[src/rtl/reg_bus_pkg.sv]
// Shared definitions for the register-bus sequencer: register indices and FSM encoding.
// Latency: none (definitions only).
// Backpressure: not applicable.
package reg_bus_pkg;

    // Width of a source/destination register index
    localparam int unsigned IDX_W = 4;
    // Number of requesters sharing the bus
    localparam int unsigned N_REQ = 2;

    // Register file map
    localparam int unsigned IDX_R      = 0;
    localparam int unsigned IDX_ROW    = 1;
    localparam int unsigned IDX_CAT    = 2;
    localparam int unsigned IDX_CB     = 3;
    localparam int unsigned IDX_RNOW   = 4;
    localparam int unsigned IDX_CATNOW = 5;
    localparam int unsigned IDX_CBNOW  = 6;
    localparam int unsigned IDX_ALPHAP = 7;
    localparam int unsigned IDX_BETAP  = 8;
    localparam int unsigned IDX_GAMMAP = 9;
    localparam int unsigned IDX_TOTAL  = 10;

    // Default register count: every named register above
    localparam int unsigned REG_COUNT_DEFAULT = IDX_TOTAL + 1;

    // Transfer sequencer states
    typedef enum logic [1:0] {
        IDLE  = 2'd0,
        READ  = 2'd1,
        WRITE = 2'd2
    } state_e;

endpackage

[src/rtl/reg_sel_dec.sv]
// Register index to one-hot select decoder with out-of-range flag.
// Latency: purely combinational.
// Backpressure: none; an out-of-range index yields an all-zero select.
module reg_sel_dec
    import reg_bus_pkg::*;
#(
    parameter int unsigned N = REG_COUNT_DEFAULT
) (
    input  logic [IDX_W-1:0] idx,
    output logic [N-1:0]     sel,
    output logic             oor
);

    logic [31:0] idx_ext;

    assign idx_ext = 32'(idx);

    // Decode the index; indices past the register file select nothing
    always_comb begin
        sel = '0;
        oor = (idx_ext >= 32'(N));
        for (int i = 0; i < int'(N); i++) begin
            if (idx_ext == 32'(i)) begin
                sel[i] = 1'b1;
            end
        end
    end

endmodule

[src/rtl/reg_bus_sequencer.sv]
// Register-to-register move sequencer for two requesters; round-robin tie break with REG_BUS_RR_ARB_EN, fixed priority (req 0) otherwise.
// Latency: 3 cycles handshake-to-done (IDLE grant, READ capture, WRITE commit); one transfer per 3 cycles.
// Backpressure: req_ready is high only in IDLE for the granted requester; all other cycles stall requesters.
module reg_bus_sequencer
    import reg_bus_pkg::*;
#(
    parameter int unsigned reg_count = REG_COUNT_DEFAULT,
    parameter int unsigned reg_width = 12
) (
    input  logic                 clk,
    input  logic                 reset,
    input  logic [N_REQ-1:0]     req_valid,
    output logic [N_REQ-1:0]     req_ready,
    input  logic [IDX_W-1:0]     req0_src,
    input  logic [IDX_W-1:0]     req0_dst,
    input  logic [IDX_W-1:0]     req1_src,
    input  logic [IDX_W-1:0]     req1_dst,
    output logic [reg_count-1:0] read_en,
    output logic [reg_count-1:0] write_en,
    input  logic [reg_width-1:0] bus_in,
    output logic [reg_width-1:0] bus_out,
    output logic [N_REQ-1:0]     done,
    output logic [N_REQ-1:0]     err
);

    state_e               state_q, state_d;
    logic [IDX_W-1:0]     src_q, src_d;
    logic [IDX_W-1:0]     dst_q, dst_d;
    logic                 gnt_q, gnt_d;
    logic [reg_width-1:0] hold_q, hold_d;
    logic                 gnt_sel;

    logic [reg_count-1:0] src_oh;
    logic [reg_count-1:0] dst_oh;
    logic                 src_oor;
    logic                 dst_oor;
    logic                 bad_idx;

`ifdef REG_BUS_RR_ARB_EN
    logic rr_last_q, rr_last_d;
`endif

    reg_sel_dec #(.N(reg_count)) u_src_dec (
        .idx (src_q),
        .sel (src_oh),
        .oor (src_oor)
    );

    reg_sel_dec #(.N(reg_count)) u_dst_dec (
        .idx (dst_q),
        .sel (dst_oh),
        .oor (dst_oor)
    );

    // Any bad index turns the whole transfer into an error with no bus activity
    assign bad_idx = src_oor | dst_oor;

    // The write data bus mirrors the hold register in every state
    assign bus_out = hold_q;

    // Pick which requester wins the next grant
    always_comb begin
`ifdef REG_BUS_RR_ARB_EN
        if (&req_valid) begin
            gnt_sel = ~rr_last_q;
        end else begin
            gnt_sel = ~req_valid[0];
        end
`else
        gnt_sel = ~req_valid[0];
`endif
    end

    // Next-state and output decode; reset masks all strobes so an aborted move leaves no trace
    always_comb begin
        state_d   = state_q;
        src_d     = src_q;
        dst_d     = dst_q;
        gnt_d     = gnt_q;
        hold_d    = hold_q;
        req_ready = '0;
        read_en   = '0;
        write_en  = '0;
        done      = '0;
        err       = '0;
`ifdef REG_BUS_RR_ARB_EN
        rr_last_d = rr_last_q;
`endif
        case (state_q)
            IDLE: begin
                if (|req_valid) begin
                    req_ready[gnt_sel] = 1'b1;
                    src_d   = gnt_sel ? req1_src : req0_src;
                    dst_d   = gnt_sel ? req1_dst : req0_dst;
                    gnt_d   = gnt_sel;
                    state_d = READ;
`ifdef REG_BUS_RR_ARB_EN
                    rr_last_d = gnt_sel;
`endif
                end
            end
            READ: begin
                if (!bad_idx) begin
                    read_en = src_oh;
                end
                hold_d  = bus_in;
                state_d = WRITE;
            end
            WRITE: begin
                if (!bad_idx) begin
                    write_en     = dst_oh;
                    done[gnt_q]  = 1'b1;
                end else begin
                    err[gnt_q]   = 1'b1;
                end
                state_d = IDLE;
            end
            default: begin
                state_d = IDLE;
            end
        endcase
        if (reset) begin
            req_ready = '0;
            read_en   = '0;
            write_en  = '0;
            done      = '0;
            err       = '0;
        end
    end

    // Transfer state and latched request
    always_ff @(posedge clk) begin
        if (reset) begin
            state_q <= IDLE;
            src_q   <= '0;
            dst_q   <= '0;
            gnt_q   <= 1'b0;
            hold_q  <= '0;
        end else begin
            state_q <= state_d;
            src_q   <= src_d;
            dst_q   <= dst_d;
            gnt_q   <= gnt_d;
            hold_q  <= hold_d;
        end
    end

`ifdef REG_BUS_RR_ARB_EN
    // Last-granted pointer; reset value makes requester 0 win the first tie
    always_ff @(posedge clk) begin
        if (reset) begin
            rr_last_q <= 1'b1;
        end else begin
            rr_last_q <= rr_last_d;
        end
    end
`endif

endmodule

[config.mk]
export PLATFORM = sky130hd
export DESIGN_NAME = reg_bus_sequencer
export DESIGN_NICKNAME = d
export VERILOG_FILES = /design/src/rtl/reg_bus_pkg.sv /design/src/rtl/reg_sel_dec.sv /design/src/rtl/reg_bus_sequencer.sv
export SDC_FILE = /design/constraint.sdc
export NUM_CORES = 1
export LEC_CHECK = 0
export ABC_AREA = 1
export BUFFER_PORTS_ARGS = -buffer_cell sky130_fd_sc_hd__buf_2
export CAP_MARGIN = 20
export CORE_ASPECT_RATIO = 1.25
export CORE_MARGIN = 4
export CORE_UTILIZATION = 48
export DETAILED_ROUTE_END_ITERATION = 16
export PLACE_DENSITY = 0.84
export SLEW_MARGIN = 20
export SYNTH_ARGS = -nofsm -noshare
export SYNTH_HDL_FRONTEND = slang
export SYNTH_SLANG_ARGS = --single-unit
[constraint.sdc]
create_clock -name clk -period 2.5 [get_ports clk]
set_input_delay 0.125 -clock clk [delete_from_list [all_inputs] [get_ports clk]]
set_output_delay 0.125 -clock clk [all_outputs]
set_load 0.02 [all_outputs]
Word level (Yosys, flattened, before mapping) --
Index checks and enable logic that the tools add are counted.
Storage, ports and cells: bits in writable memories 0, input bits 32, latch bits 0, word-level logic and storage cells 88, output and inout bits 40, bits in read-only memories 0, register bits 23, memories 0
Cells by class: multipliers 0, $lt $le $gt $ge 6, bitwise operators 2, shifts and indexed selects 0, divide/modulo/power cells 0, muxes and demuxes 45, equality and inequality tests 23, $add $sub $neg 0, reduce and logical (&&, ||, !) cells 7
Operators by type and width (number):
- 2-to-1 mux 11 bit | 6
- zero test 32 bit | 2
- == test 4 x 3 -> 1 bit (second input constant) | 8
- == test 4 bit (second input constant) | 6
- 2-to-1 mux 1 bit | 24
- 2-to-1 mux 2 bit | 10
- == test 4 x 2 -> 1 bit (second input constant) | 4
- == test 4 x 1 -> 1 bit (second input constant) | 2
- >= comparator 4 bit (second input constant) | 2
- 2-to-1 mux 4 bit | 2
- less-than comparator 1 x 2 -> 1 bit (second input constant) | 2
- one-hot mux 2 bit (2 select lines) | 1
- demux 1 bit (select 1 bit) | 2
- == test 2 x 1 -> 1 bit (second input constant) | 1
- == test 2 bit (second input constant) | 1
- >= comparator 1 bit (second input constant) | 2
- logical AND 1 bit | 2
- zero test 2 bit | 1
- inequality test 2 bit (second input constant) | 1
- AND reduction 2 bit | 1
- OR reduction 2 bit | 1
- NOT 1 bit | 1
- bitwise OR 1 bit | 1

Longest topological paths before layout --
depth in word-level cells 8, gate-level depth with buffers 7

Hierarchy --
A second synthesis with hierarchy kept.
Second synthesis, totals: cells, all modules 250, area total of the unflattened synthesis 1418.9 um^2
By module, submodules not included:
- reg_bus_sequencer | cells each 204, area an instance 1228.7 um^2, instances 1, seq. area each 460.4 um^2
- reg_sel_dec | cells each 23, area an instance 95.1 um^2, instances 2, seq. area each 0.0 um^2

Worst setup path after synthesis --
OpenSTA, ideal clock, no wires.
path kind register to output, start register src_q[1], end output port read_en[0], cell stages (with the launch flop) 7, arrival time 1.046 ns, slack 1.329 ns, cell sequence dfxtp_1 > nand2_1 > nand2_1 > nand2_2 > nand2_2 > buf_6 > nor2_1
Between the ends: cells in the longest elaborated chain, start to end 5
RTL lines:
- start: declaration | RTL line reg_bus_sequencer.sv:27 | logic [IDX_W-1:0] src_q, src_d;
- start signal: assignment | RTL line reg_bus_sequencer.sv:141 | src_q <= src_d;
- >= comparator 4 bit or zero test 32 bit (tied branches) | RTL line reg_sel_dec.sv:21, reg_sel_dec.sv:23
- bitwise OR 1 bit or 2-to-1 mux 1 bit (tied branches) | RTL line reg_bus_sequencer.sv:56, reg_sel_dec.sv:23
- 2-to-1 mux 11 bit * | RTL line reg_bus_sequencer.sv:103 | if (!bad_idx) begin
- 2-to-1 mux 11 bit * | RTL line reg_bus_sequencer.sv:89 | case (state_q)
- 2-to-1 mux 11 bit * | RTL line reg_bus_sequencer.sv:122 | if (reset) begin
- end: declaration | RTL line reg_bus_sequencer.sv:18 | output logic [reg_count-1:0] read_en,
Every way passes the cells marked *; elsewhere a longest branch is shown, timed or not.

Worst setup path in the final report --
start register state_q[0], end output port done[0]
Between the ends: cells in the longest elaborated chain, start to end 3
RTL lines:
- start: declaration | RTL line reg_bus_sequencer.sv:26 | state_e state_q, state_d;
- start signal: assignment | RTL line reg_bus_sequencer.sv:140 | state_q <= state_d;
- == test 2 bit | RTL line reg_bus_sequencer.sv:89
- 2-to-1 mux 2 bit | RTL line reg_bus_sequencer.sv:89
- 2-to-1 mux 2 bit | RTL line reg_bus_sequencer.sv:122
- end: declaration | RTL line reg_bus_sequencer.sv:22 | output logic [N_REQ-1:0] done,
Every way passes these cells.

==> results.yml <==
status:
  outcome: "completed"
timing:
  period_share: 0.6702
  rsz0062_at_grt: "no"
  finalHoldViolCount: 0
  hold-worst-slack_ns: 0.01993
  skew_ns: 0.01730
  max_freq_mhz: 596.8
  finalSetupTns_ns: 0
  tightest_slew_ns: 0.4166
  final-max-slew-violation-count: 0
  setup_viol: 0
  post-route-min-period_ns: 1.675
  max_slew_margin: 0.7220
synthesis:
  avgSynthCellArea_um2: 6.173
  syn_area_mm2: 0.001395
  yosys-top-cells-area: "dfxtp_1, nor2_1, nand2_1, nand3_1, nor2_2"
  yosysTopAreaCell: "dfxtp_1"
  synth_cell_types: 20
  yosys_register_bits: 23
  netlist_instances: 226
  ys_warn_count: 0
  synth_top_area_share: 0.3300
  synth_nets: 258
  synth_seq_area_share: 0.3300
cts:
  cts_root_buf: "clkbuf_4"
  cts_setup_buffers: 0
  cts_hold_buf: 0
  numClockSinks: 23
  clk_pin_slew_worst_paths_ns: 0.13
  cts.htree.levels: 1
  cts_made_buffers: 3
  clk_latency_ns: 0.33
  clk_path_buf_depth: 2
  ctsResizeCount: 0
  cts_tree: "yes"
worst_setup_path:
  path_max_fanout: 13
  crit_path_end_kind: "output pin"
  critPathKind: "register to output pin"
  arrival_ns: 1.55
  cp.required_ns: 2.38
  start_kind: "register"
die:
  top_level_ports: 72
  fp.dieH_um: 68.28
  fp.coreArea_mm2: 0.002733
  rows: 21
  initial_utilization: 0.5105
  die_x_um: 56.22
  die-area_mm2: 0.003838
placed_design:
  placed_area_mm2: 0.001689
  gp_congestion: 0.7658
  portBuffers: 71
  dpl.hpwl_um: 2522
detailed_routing:
  wire_per_inst_um: 9.586
  drt_iter0_drc: 36
  ant_nets: 0
  firstDrtPassIters: 4
  num_vias: 1495
  drc_errors: 0
  viasPerCell: 4.614
  wl_um: 3106
layout:
  final_common_cell: "buf_2"
  syn_to_final_growth_pct: 23.23
  fin_nets: 323
  antenna_cells: 0
  drive_above_1_share: 0.3310
  final_util: 0.6291
  final_cell_mix: "buf_2, nor2_1, nand2_1"
  final_area_mm2: 0.001719
hold_path:
  hp-class: "input port to register"
global_route:
  grt_pass1_vias: 1300
  antenna_found_initial: 0
  grt-ovfl-total: 0
  grt_usage: 0.1736
  grt_pass1_wl_um: 5402
  grt_max_degree: 25
power:
  ir_worst_vdd_mv: 0.4650
  static-leakage-power_nw: 0.9927
  power_mw: 0.8633
  powerDensity_mw_per_mm2: 502.1
run:
  max_cap_viol_count: 0
final cells by class:
cell class	count	area (µm²)
clock buffer	3	22.52
clock inverter	1	7.507
fill	274	1013
inverter	18	70.07
multi-input combinational	174	760.7
sequential	23	460.4
tap	34	42.54
timing repair buffer	71	355.3
cells by family (layout without fill, tap and decap cells):
logic type,count (synthesis),count (layout),synth area share
flip-flops,23,23,0.3300
AO/OA/AOI/OAI,16,16,0.05739
AND/OR/NAND/NOR,158,158,0.4879
buffers and inverters,29,93,0.1247
layer usage:
metal / vias up / global-route usage / wire length, µm
met3: 5 / 0.03396 / 227
li1: 819 / - / -
met1: 625 / 0.2264 / 1437
met2: 46 / 0.2690 / 1373
met5: - / 0 / 0
met4: 0 / 0.09792 / 68
metrics by stage:
stage / setup WS, ns / std cells
6_report: 0.8245 / 324
5_1_grt: 0.5803 / 324
4_1_cts: 0.8000 / 324
3_5_place_dp: 1.171 / 320
3_3_place_gp: 1.185 / 320
2_1_floorplan: 1.329 / 226
critical path: stages (launching register included):
cell	delay [ns]
dfxtp_1	0.35
inv_1	0.06
nand2_1	0.05
nor2_2	0.33
nand2_1	0.12
nor2_1	0.14
buf_2	0.18
state kept, by name (all words and copies together) (netlist names):
signal / flops
dst_q: 4
state_q: 2
bus_out: 12
src_q: 4
gnt_q: 1
cells in the mapped netlist:
library cell  count
nor3_1            1
inv_1            15
nor2_4            1
nand2_2           5
inv_2             2
nand3_1          22
buf_4             3
buf_2             2
buf_8             1
o21ai_1           4
o21ai_0           9
inv_4             1
a21oi_1           3
buf_6             5
dfxtp_1          23
nor3_2            1
nand2_1          47
nand2_4           1
nor2_1           70
nor2_2           10
path summary, 6_finish.rpt:
check / startpoint / endpoint / slack (ns) / cells past startpoint
worst max-delay path: state_q[0] / done[0] / 0.82 / 6
worst min-delay path: bus_in[0] / bus_out[0] / 0.02 / 3
worst max register to register: state_q[1] / bus_out[4] / 1.42 / 5
worst min register to register: bus_out[6] / bus_out[6] / 0.50 / 2
power by group:
| part | internal (mW) | total [mW] | switching (mW) |
|---|---|---|---|
| Clock | 0.0613 | 0.177 | 0.116 |
| Combinational | 0.0847 | 0.257 | 0.173 |
| Sequential | 0.403 | 0.429 | 0.0254 |
| Total | 0.549 | 0.863 | 0.314 |
No activity file was read; power rests on OpenSTA's default activity.
